<file path="config.mk">
export PLATFORM = sky130hd
export DESIGN_NAME = beta_mem_stage
export DESIGN_NICKNAME = d
export VERILOG_FILES = /design/src/rtl/beta_mem_stage.sv
export SDC_FILE = /design/constraint.sdc
export NUM_CORES = 1
export LEC_CHECK = 0
export BUFFER_PORTS_ARGS = -buffer_cell sky130_fd_sc_hd__buf_2
export CAP_MARGIN = 40
export CORE_MARGIN = 5
export CORE_UTILIZATION = 41
export DETAILED_ROUTE_END_ITERATION = 8
export PLACE_DENSITY = 0.67
export SYNTH_ARGS = -nofsm -noshare
export SYNTH_HDL_FRONTEND = slang
export SYNTH_SLANG_ARGS = --single-unit
</file>
<file path="constraint.sdc">
create_clock -name clk_i -period 2.3 [get_ports clk_i]
set_input_delay 0.115 -clock clk_i [delete_from_list [all_inputs] [get_ports clk_i]]
set_output_delay 0.115 -clock clk_i [all_outputs]
set_load 0.005 [all_outputs]
</file>
<file path="src/rtl/beta_mem_stage.sv">
// beta_mem_stage: memory-access stage between execute and writeback.
// One dmem transaction per load/store; single-cycle writeback record.
module beta_mem_stage #(
   parameter int XLEN      = 32,
   parameter int RF_ADDR_W = 5
) (
   input  logic                 clk_i,
   input  logic                 rst_i,
   input  logic                 exe_valid_i,
   output logic                 exe_ready_o,
   input  logic [XLEN-1:0]      exe_res_i,
   input  logic [XLEN-1:0]      exe_store_data_i,
   input  logic                 exe_mem_op_en_i,
   input  logic                 exe_mem_op_i,
   input  logic [1:0]           exe_mem_op_size_i,
   input  logic                 exe_load_unsigned_i,
   input  logic                 exe_reg_wr_en_i,
   input  logic [RF_ADDR_W-1:0] exe_rd_i,
   output logic                 dmem_req_valid_o,
   input  logic                 dmem_req_ready_i,
   output logic [XLEN-1:0]      dmem_addr_o,
   output logic                 dmem_we_o,
   output logic [3:0]           dmem_be_o,
   output logic [XLEN-1:0]      dmem_wdata_o,
   input  logic                 dmem_rsp_valid_i,
   input  logic [XLEN-1:0]      dmem_rdata_i,
   output logic                 wb_valid_o,
   output logic                 wb_reg_wr_en_o,
   output logic [RF_ADDR_W-1:0] wb_rd_o,
   output logic [XLEN-1:0]      wb_data_o,
   output logic                 wb_misaligned_o
);

   typedef enum logic [1:0] {
      IDLE = 2'b00,
      WRDY = 2'b01,
      WVLD = 2'b10
   } state_e;

   state_e state_q, state_d;

   logic [XLEN-1:0]      addr_q, addr_d;
   logic [XLEN-1:0]      wdata_q, wdata_d;
   logic [3:0]           be_q, be_d;
   logic                 we_q, we_d;
   logic [1:0]           size_q, size_d;
   logic                 lu_q, lu_d;
   logic                 rwe_q, rwe_d;
   logic [RF_ADDR_W-1:0] rd_q, rd_d;

   logic                 wb_valid_q, wb_valid_d;
   logic                 wb_rwe_q, wb_rwe_d;
   logic [RF_ADDR_W-1:0] wb_rd_q, wb_rd_d;
   logic [XLEN-1:0]      wb_data_q, wb_data_d;
   logic                 wb_mis_q, wb_mis_d;

   logic                 mis;
   logic [3:0]           be_new;
   logic [XLEN-1:0]      wdata_new;
   logic [XLEN-1:0]      rd_shift;
   logic [XLEN-1:0]      load_val;

   assign exe_ready_o      = (state_q == IDLE);
   assign dmem_req_valid_o = (state_q == WRDY);
   assign dmem_addr_o      = {addr_q[XLEN-1:2], 2'b00};
   assign dmem_we_o        = we_q;
   assign dmem_be_o        = be_q;
   assign dmem_wdata_o     = wdata_q;
   assign wb_valid_o       = wb_valid_q;
   assign wb_reg_wr_en_o   = wb_rwe_q;
   assign wb_rd_o          = wb_rd_q;
   assign wb_data_o        = wb_data_q;
   assign wb_misaligned_o  = wb_mis_q;

   // Alignment check, byte lanes and replicated store data for the new op
   always_comb begin
      mis       = 1'b0;
      be_new    = 4'b1111;
      wdata_new = exe_store_data_i;
      case (exe_mem_op_size_i)
         2'b00: mis = |exe_res_i[1:0];
         2'b01: begin
            mis       = exe_res_i[0];
            be_new    = exe_res_i[1] ? 4'b1100 : 4'b0011;
            wdata_new = {2{exe_store_data_i[15:0]}};
         end
         2'b10: begin
            be_new    = 4'b0001 << exe_res_i[1:0];
            wdata_new = {4{exe_store_data_i[7:0]}};
         end
         default: mis = 1'b1;
      endcase
   end

   // Align the read word to the access and extend to XLEN
   always_comb begin
      rd_shift = dmem_rdata_i >> {addr_q[1:0], 3'b000};
      case (size_q)
         2'b10: load_val = lu_q
            ? {{(XLEN-8){1'b0}}, rd_shift[7:0]}
            : {{(XLEN-8){rd_shift[7]}}, rd_shift[7:0]};
         2'b01: load_val = lu_q
            ? {{(XLEN-16){1'b0}}, rd_shift[15:0]}
            : {{(XLEN-16){rd_shift[15]}}, rd_shift[15:0]};
         default: load_val = rd_shift;
      endcase
   end

   // Handshake FSM plus capture and writeback record update
   always_comb begin
      state_d    = state_q;
      addr_d     = addr_q;
      wdata_d    = wdata_q;
      be_d       = be_q;
      we_d       = we_q;
      size_d     = size_q;
      lu_d       = lu_q;
      rwe_d      = rwe_q;
      rd_d       = rd_q;
      wb_valid_d = 1'b0;
      wb_rwe_d   = wb_rwe_q;
      wb_rd_d    = wb_rd_q;
      wb_data_d  = wb_data_q;
      wb_mis_d   = wb_mis_q;
      case (state_q)
         IDLE: begin
            if (exe_valid_i) begin
               if (!exe_mem_op_en_i) begin
                  wb_valid_d = 1'b1;
                  wb_rwe_d   = exe_reg_wr_en_i;
                  wb_rd_d    = exe_rd_i;
                  wb_data_d  = exe_res_i;
                  wb_mis_d   = 1'b0;
               end else if (mis) begin
                  wb_valid_d = 1'b1;
                  wb_rwe_d   = 1'b0;
                  wb_rd_d    = exe_rd_i;
                  wb_data_d  = '0;
                  wb_mis_d   = 1'b1;
               end else begin
                  state_d = WRDY;
                  addr_d  = exe_res_i;
                  wdata_d = wdata_new;
                  be_d    = be_new;
                  we_d    = exe_mem_op_i;
                  size_d  = exe_mem_op_size_i;
                  lu_d    = exe_load_unsigned_i;
                  rwe_d   = exe_reg_wr_en_i;
                  rd_d    = exe_rd_i;
               end
            end
         end
         WRDY: begin
            if (dmem_req_ready_i) begin
               state_d = WVLD;
            end
         end
         WVLD: begin
            if (dmem_rsp_valid_i) begin
               state_d    = IDLE;
               wb_valid_d = 1'b1;
               wb_rd_d    = rd_q;
               wb_mis_d   = 1'b0;
               wb_rwe_d   = we_q ? 1'b0 : rwe_q;
               wb_data_d  = we_q ? '0 : load_val;
            end
         end
         default: state_d = IDLE;
      endcase
   end

   // State and datapath registers with synchronous reset
   always_ff @(posedge clk_i) begin
      if (rst_i) begin
         state_q    <= IDLE;
         addr_q     <= '0;
         wdata_q    <= '0;
         be_q       <= '0;
         we_q       <= 1'b0;
         size_q     <= '0;
         lu_q       <= 1'b0;
         rwe_q      <= 1'b0;
         rd_q       <= '0;
         wb_valid_q <= 1'b0;
         wb_rwe_q   <= 1'b0;
         wb_rd_q    <= '0;
         wb_data_q  <= '0;
         wb_mis_q   <= 1'b0;
      end else begin
         state_q    <= state_d;
         addr_q     <= addr_d;
         wdata_q    <= wdata_d;
         be_q       <= be_d;
         we_q       <= we_d;
         size_q     <= size_d;
         lu_q       <= lu_d;
         rwe_q      <= rwe_d;
         rd_q       <= rd_d;
         wb_valid_q <= wb_valid_d;
         wb_rwe_q   <= wb_rwe_d;
         wb_rd_q    <= wb_rd_d;
         wb_data_q  <= wb_data_d;
         wb_mis_q   <= wb_mis_d;
      end
   end

endmodule
</file>
* After elaboration in Yosys (flattened, before gate mapping)
Index checks and enable logic that the tools add are counted.
** Word-level totals
- Bits in registers :: 120
- Input port bits :: 112
- Output and inout port bits :: 111
** Operators by class
- Equal/unequal tests :: 12
- Shift-type cells :: 2
- Mux-type cells :: 40
- Bitwise operators :: 1
- Reduce and logical (&&, ||, !) cells :: 7
** Operators with widths (count)
- $mux W32 :: 7
- $pmux W32 S2 :: 3
- $shr A32 B5 Y32 :: 1
- $mux W5 :: 4
- $mux W1 :: 13
- $mux W2 :: 5
- $pmux W5 S2 :: 1
- $pmux W4 S2 :: 1
- $reduce_and A4 Y1 :: 2
- $eq A2 B1 Y1 const B :: 3
- $eq A2 B2 Y1 const B :: 3
- $ne A2 B2 Y1 const B :: 3
- $pmux W1 S2 :: 3
- $pmux W2 S3 :: 1
- $reduce_and A5 Y1 :: 1
- $logic_not A2 Y1 :: 2
- $mux W4 :: 1
- $ne A2 B1 Y1 const B :: 2
- $shl A1 B2 Y4 const A :: 1
- $ne A3 B2 Y1 const B :: 1
- $pmux W1 S3 :: 1
- $reduce_bool A2 Y1 :: 1
- $reduce_or A2 Y1 :: 1
- $not A1 Y1 :: 1

* Depth between registers and ports, before layout
Gate-level depths: netlist of run 1.
- Word-level depth :: 6
- Mapped depth :: 9
- Mapped depth without buffers :: 6

* Worst setup path before layout of run 1
OpenSTA, ideal clock, no wires.
- Kind :: register to register
- Start :: register size_q[0]
- End :: register wb_data_q[15], in the netlist wb_data_o[15]
- Arrival time :: 1.756 ns
- Required time :: 2.212 ns
- Path slack :: 0.456 ns
- Cell stages (with the launch flop) :: 7
- Buffers on the path :: 0
- Cells stage by stage :: dfxtp_1 > inv_1 > ha_1 > or4bb_1 > o22ai_4 > a22oi_1 > a311oi_2
** Between the ends
- Longest elaborated chain between the ends :: 5
** Ends and longest elaborated chain
- start: declaration :: RTL line 46 : logic [1:0] size_q, size_d;
- start signal: assignment :: RTL line 195 : size_q <= size_d;
- $eq A2 B1 Y1 / $eq A2 B2 Y1 (equally long branches) :: RTL line 98 : case (size_q)
- $pmux W32 S2 * :: RTL line 98
- $mux W32 * :: RTL line 165 : wb_data_d = we_q ? '0 : load_val;
- $mux W32 * :: RTL line 159 : if (dmem_rsp_valid_i) begin
- $pmux W32 S2 * :: RTL line 125 : case (state_q)
- end signal: assignment :: RTL line 202 : wb_data_q <= wb_data_d;
- end: declaration :: RTL line 54 : logic [XLEN-1:0] wb_data_q, wb_data_d;
Every way passes the cells marked *; elsewhere a longest branch is shown, timed or not. The select of a mux whose other input is x is not followed.
A chain may end at the register's enable or synchronous reset.

* Worst setup path after layout of run 1
- Start :: input exe_mem_op_size_i[1]
- End :: register wb_data_q[19], in the netlist wb_data_o[19]
** Between the ends
- Longest elaborated chain between the ends :: 4
** Ends and longest elaborated chain
- start: declaration :: RTL line 15 : input logic [1:0] exe_mem_op_size_i,
- $eq A2 B2 Y1, or another cell as far along :: RTL line 80 : case (exe_mem_op_size_i)
- $pmux W1 S3 * :: RTL line 80
- $ne A3 B2 Y1 (no source line) *
- $reduce_and A4 Y1 (no source line) *
Every way passes the cells marked *; elsewhere a longest branch is shown, timed or not.

==> flow_metrics.env, run 1 <==
export IMPL_crit_fanout=34
export IMPL_slowest_delay_ns=0.54
export IMPL_worstSetupPathType="in -> reg"
export IMPL_post_cts_buffers=0
export IMPL_syn_area_mm2=0.00650
export IMPL_yosysWarnings=0
export IMPL_critPathMostFrequentCell="buf_4"
export IMPL_grt_overflow=0
export IMPL_r2r_slack_ns=0.25
export IMPL_via_per_inst=5.43
export IMPL_synthFlopType="dfxtp_1"
export IMPL_synthTopCellsByCount="141 x nand2_1, 120 x dfxtp_1, 110 x a21oi_1"
export IMPL_cp_top_family="buffers and inverters"
export IMPL_clkTransAtPathRegs_ns=0.06
export IMPL_hold_path_endpoint="dmem_wdata_o[24]"
export IMPL_cts_sinks=120
export IMPL_clock_root_buffer="clkbuf_16"
export IMPL_antenna_left=0
export IMPL_pin_count=223
export IMPL_start_kind="primary input"
export IMPL_cts_resized=0
export IMPL_cap_violations=0
export IMPL_syn_area_per_cell_um2=8.16
export IMPL_holdCritStartpoint="exe_store_data_i[24]"
export IMPL_drive_gt1_share_pct=30.4
export IMPL_totalWireLength_mm=21.6
export IMPL_area_growth_pct=33.9
export IMPL_postSynthCellCount=796
export IMPL_synth_seq_area_share_pct=37.0
export IMPL_vias=6708
export IMPL_async_reset_ff_share_pct=0
export IMPL_dpl_cell_area_mm2=0.00756
export IMPL_holdBufCountCts=53
export IMPL_cts_buffer_depth=2
export IMPL_htree_levels=4
export IMPL_tns_ns=0
export IMPL_clock_skew_ns=0.0115
export IMPL_core_area_mm2=0.0157
export IMPL_holdPathStages=3
export IMPL_finalPower_w=0.00616
export IMPL_ys_top_cells_by_area="dfxtp_1 37%, a21oi_1 8.5%, nand2_1 8.1%, buf_4 4.6%, o211ai_1 3.8%"
export IMPL_drc=0
export IMPL_grt_pass1_vias=6522
export IMPL_register_area_mm2=0.00240
export IMPL_synth_cell_types=48
export IMPL_whs_ns=0.0114
export IMPL_end_kind="register"
export IMPL_row_count=46
export IMPL_slew_violations=0
export IMPL_drtPass1Iterations=5
export IMPL_grt_max_degree=75
export IMPL_wl_per_cell_um=17.5
export IMPL_min_path_type="in -> reg"
export IMPL_tightest_slew_ns=0.632
export IMPL_rsz0062_at_grt="false"
export IMPL_die_area_mm2=0.0185
export IMPL_clock_latency_ns=0.43
export IMPL_max_slew_margin_rel_pct=57.9
export IMPL_chipWidth_um=136
export IMPL_n_fill_cell=1491
export IMPL_synth_edff_count=0
export IMPL_cts_tree="yes"
export IMPL_status="finished clean"
export IMPL_grt_pass1_wl_mm=33.5
export IMPL_gp_congestion=0.834
export IMPL_irDropWorstVdd_mv=0.496
export IMPL_path_buf_inv=5
export IMPL_period_minus_slack_ns=2.15
export IMPL_rr_worst_depth=6
export IMPL_timing_final_hold_violations=0
export IMPL_grt_usage_pct=22.9
export IMPL_drt_iter0_drc=489
export IMPL_synth_area_leader_cell="dfxtp_1"
export IMPL_period_share_pct=93.5
export IMPL_multi_input_area_mm2=0.00342
export IMPL_place_hpwl_mm=14.9
export IMPL_crit_path_top_delay_cell="dlygate4sd3_1"
export IMPL_start_util_pct=41.4
export IMPL_r2r_end="wb_data_o[19]"
export IMPL_antenna_found_initial=0
export IMPL_die_h_um=136
export IMPL_timing_rr_start="addr_q[1]"
export IMPL_leakage_nw=3.60
export IMPL_power_density_mw_per_mm2=708
export IMPL_antenna_cells=0
export IMPL_yosysTopAreaCellShare_pct=37.0
export IMPL_finalSetupViolCount=0
export IMPL_fin_nets=1124
export IMPL_crit_chain="dlygate4sd3_1 -> buf_2 -> inv_1 -> ha_1 -> a21oi_2 -> buf_4 -> o211ai_1 -> buf_4 -> a21oi_1 -> o32ai_1"
export IMPL_ys_ff_latch=120
export IMPL_arrival_ns=2.47
export IMPL_timing_fmax_ghz=0.465
export IMPL_critPathRequiredTime_ns=2.62
export IMPL_port_buffers=220
export IMPL_cts_inserted_buffers=17
export IMPL_synth_most_common_cell="nand2_1"
export IMPL_final_cell_area_mm2=0.00870
==> how the worst max path moves through the flow <==
stage	start	endpoint	slack (ns)	cells past startpoint
after global routing	exe_mem_op_size_i[0]	wb_data_o[19]	0.00009	10
after CTS	exe_mem_op_size_i[1]	wb_data_o[19]	0.14	10
after floorplan	size_q[0]	wb_data_o[15]	0.46	6
after detailed placement	size_q[0]	wb_data_o[15]	0.25	6
final	exe_mem_op_size_i[1]	wb_data_o[19]	0.15	10
after global placement	exe_mem_op_size_i[1]	wb_data_o[10]	0.22	7
==> report_power, final <==
| part | switching [W] | leakage, nW | internal (W) | total [W] |
|---|---|---|---|---|
| clock | 0.000980 | 0.297 | 0.00176 | 0.00274 |
| combinational | 0.000632 | 2.33 | 0.000491 | 0.00112 |
| sequential | 0.0000856 | 0.981 | 0.00221 | 0.00230 |
==> logic make-up (layout without fill, tap and decap cells) <==
group / Yosys count / after routing / synth area share (%)
AOI/OAI and AO/OA: 289 / 289 / 32.3
other: 1 / 2 / 0.0577
and+or+nand+nor: 222 / 222 / 14.8
muxes: 24 / 24 / 3.89
DFF: 120 / 120 / 37.0
buffers and inverters: 134 / 356 / 10.8
adders and majority gates: 6 / 6 / 1.16
==> final cells by class <==
cell class | count | area share, %
timing repair buffer | 302 | 22.0
inverter | 22 | 0.950
multi-input combinational | 543 | 39.4
clock buffer | 21 | 5.29
sequential | 120 | 27.6
tap | 216 | 3.11
clock inverter | 11 | 1.70
==> metrics by stage <==
stage / util, % / instances / setup slack, ns
5_1_grt: 55.4 / 1235 / 0.0000941
3_5_place_dp: 48.1 / 1150 / 0.253
2_1_floorplan: - / 797 / 0.456
4_1_cts: 55.4 / 1235 / 0.137
6_report: 55.4 / 1235 / 0.150
3_3_place_gp: 48.0 / 1149 / 0.222
==> per-layer routing <==
| metal | global-route usage, % | routed length [um] |
|---|---|---|
| met1 | 27.6 | 9010 |
| met2 | 38.8 | 10600 |
| met3 | 6.40 | 1570 |
| met4 | 9.18 | 453 |
| met5 | 0 | 0 |
==> cell usage in the layout, fill, tap and decap left out, types with 22 or more instances in the layout <==
master,count
a211oi_1,30
a21oi_1,109
buf_2,219
buf_4,25
dfxtp_1,120
dlygate4sd3_1,53
inv_1,22
mux2i_1,23
nand2_1,141
nor2_1,33
o211ai_1,33
==> sequential cells by signal (all words and copies together) (netlist names), 2 cells and up <==
| signal | flops |
|---|---|
| addr_q | 32 |
| rd_q | 5 |
| dmem_wdata_o | 32 |
| wb_data_o | 32 |
| dmem_be_o | 4 |
| size_q | 2 |
| state_q | 2 |
| wb_rd_o | 5 |
==> worst min-delay path: cells and delay by family <==
kind / cells / cell delay (ns)
AOI/OAI and AO/OA: 2 / 0.20
buffers and inverters: 1 / 0.07
(Power assumes the default switching activity.)
==> run 2: changes to the inputs <==
CELL_PAD_IN_SITES_DETAIL_PLACEMENT = 1   (was not set)
CELL_PAD_IN_SITES_GLOBAL_PLACEMENT = 2   (was not set)
CORE_ASPECT_RATIO = 1.2   (was not set)
CORE_UTILIZATION = 28   (was 41)
PLACE_DENSITY = not set   (was 0.67)
PLACE_DENSITY_LB_ADDON = 0.1   (was not set)
==> flow_metrics.env, run 2 (synthesis results as in run 1) <==
export IMPL_status="finished clean"
export IMPL_end_kind="register"
export IMPL_cts_resized=0
export IMPL_drive_gt1_share_pct=31.1
export IMPL_period_share_pct=90.5
export IMPL_core_area_mm2=0.0230
export IMPL_clock_root_buffer="clkbuf_16"
export IMPL_gp_congestion=0.857
export IMPL_worstSetupPathType="in -> reg"
export IMPL_cts_sinks=120
export IMPL_cts_buffer_depth=2
export IMPL_post_cts_buffers=0
export IMPL_n_fill_cell=2792
export IMPL_leakage_nw=3.63
export IMPL_drtPass1Iterations=4
export IMPL_dpl_cell_area_mm2=0.00775
export IMPL_grt_max_degree=84
export IMPL_start_kind="primary input"
export IMPL_die_h_um=177
export IMPL_vias=6826
export IMPL_grt_pass1_wl_mm=41.6
export IMPL_pin_count=223
export IMPL_tightest_slew_ns=0.743
export IMPL_tns_ns=0
export IMPL_clock_latency_ns=0.43
export IMPL_clock_skew_ns=0.0138
export IMPL_drt_iter0_drc=289
export IMPL_power_density_mw_per_mm2=705
export IMPL_cts_inserted_buffers=17
export IMPL_grt_overflow=0
export IMPL_cts_tree="yes"
export IMPL_dpl_worst_slack_ns=0.229
export IMPL_htree_levels=4
export IMPL_final_cell_area_mm2=0.00888
export IMPL_via_per_inst=5.09
export IMPL_final_cell_mix="219 x buf_2, 141 x nand2_1, 120 x dfxtp_1"
export IMPL_worst_slack_ns=0.218
export IMPL_max_slew_margin_rel_pct=50.4
export IMPL_finalPower_w=0.00626
export IMPL_timing_final_hold_violations=0
export IMPL_period_minus_slack_ns=2.08
export IMPL_min_path_type="in -> reg"
export IMPL_cap_violations=0
export IMPL_area_growth_pct=36.6
export IMPL_start_util_pct=28.2
export IMPL_arrival_ns=2.43
export IMPL_rsz0062_at_grt="false"
export IMPL_irDropWorstVdd_mv=0.484
export IMPL_place_hpwl_mm=19.1
export IMPL_grt_pass1_vias=7391
export IMPL_crit_fanout=79
export IMPL_timing_fmax_ghz=0.480
export IMPL_clkTransAtPathRegs_ns=0.06
export IMPL_layout_commonest_cell="buf_2"
export IMPL_finalSetupViolCount=0
export IMPL_chipWidth_um=149
export IMPL_antenna_left=0
export IMPL_slew_violations=0
export IMPL_port_buffers=220
export IMPL_grt_usage_pct=20.0
export IMPL_drc=0
export IMPL_antenna_found_initial=1
export IMPL_die_area_mm2=0.0264
export IMPL_fin_nets=1130
export IMPL_row_count=61
export IMPL_critPathRequiredTime_ns=2.65
export IMPL_wl_per_cell_um=19.9
export IMPL_totalWireLength_mm=26.7
==> run 2: cell types whose count changed in the layout (fill, tap and decap cells not counted), sizes merged <==
cell	previous run	this run
buf	249	256
bufinv	3	2
clkbuf	21	18
clkinv	7	3
clkinvlp	1	3
diode	0	1
dlygate4sd3	53	52
inv	22	28
==> run 2: path summary, 6_finish.rpt <==
path                         from          endpoint  slack (ns)  depth (start not counted)
max          exe_mem_op_size_i[0]  dmem_wdata_o[15]        0.22                         10
min          exe_store_data_i[29]  dmem_wdata_o[29]        0.02                          3
max reg2reg             size_q[0]      wb_data_o[8]        0.24                          6
min reg2reg            addr_q[27]        addr_q[27]        0.45                          2
==> run 2: final cells by class <==
type | count | area, um2 | share of cell area [%]
Antenna cell | 1 | 2.50 | 0.0282
Clock buffer | 18 | 439 | 4.95
Clock inverter | 14 | 164 | 1.85
Inverter | 22 | 82.6 | 0.930
Multi-Input combinational cell | 543 | 3420 | 38.6
Sequential cell | 120 | 2400 | 27.1
Tap cell | 315 | 394 | 4.44
Timing Repair Buffer | 308 | 1970 | 22.2
==> run 2: layer usage <==
metal	track usage [%]	up-vias	wire, um	part of all wire [%]
met5	0	-	0	0
met4	7.67	0	642	2.4
met3	3.89	38	1290	4.9
met2	36.0	182	14000	53
met1	23.2	3317	10700	40
li1	-	3289	-	-
==> run 2: repair_timing <==
item / 4_1_cts / 5_1_grt
setup endpoints to repair: 0 / 0
hold buffers: 52 / 0
hold endpoints to repair: 58 / 0
==> run 2: critical path, cell delays in order <==
cell           delay (ns)
dlygate4sd3_1        0.53
buf_2                0.15
inv_1                0.07
ha_1                 0.22
nor2_1               0.13
buf_4                0.27
o2111a_2             0.25
buf_12               0.32
o211ai_1             0.15
a21oi_1              0.18
==> run 2: where the power goes <==
part           switching [W]  total, W  internal [W]
sequential         0.0000938   0.00230       0.00221
combinational       0.000675   0.00118      0.000505
clock                0.00112   0.00278       0.00165
==> run 2: metrics by stage <==
step                      cells  hold WS [ns]  util [%]
after floorplan             797         0.251         -
after global placement     1256         0.357      33.6
after detailed placement   1256         0.367      33.6
after CTS                  1340       0.00459      38.5
after global routing       1341        0.0170      38.5
final                      1341        0.0196      38.5
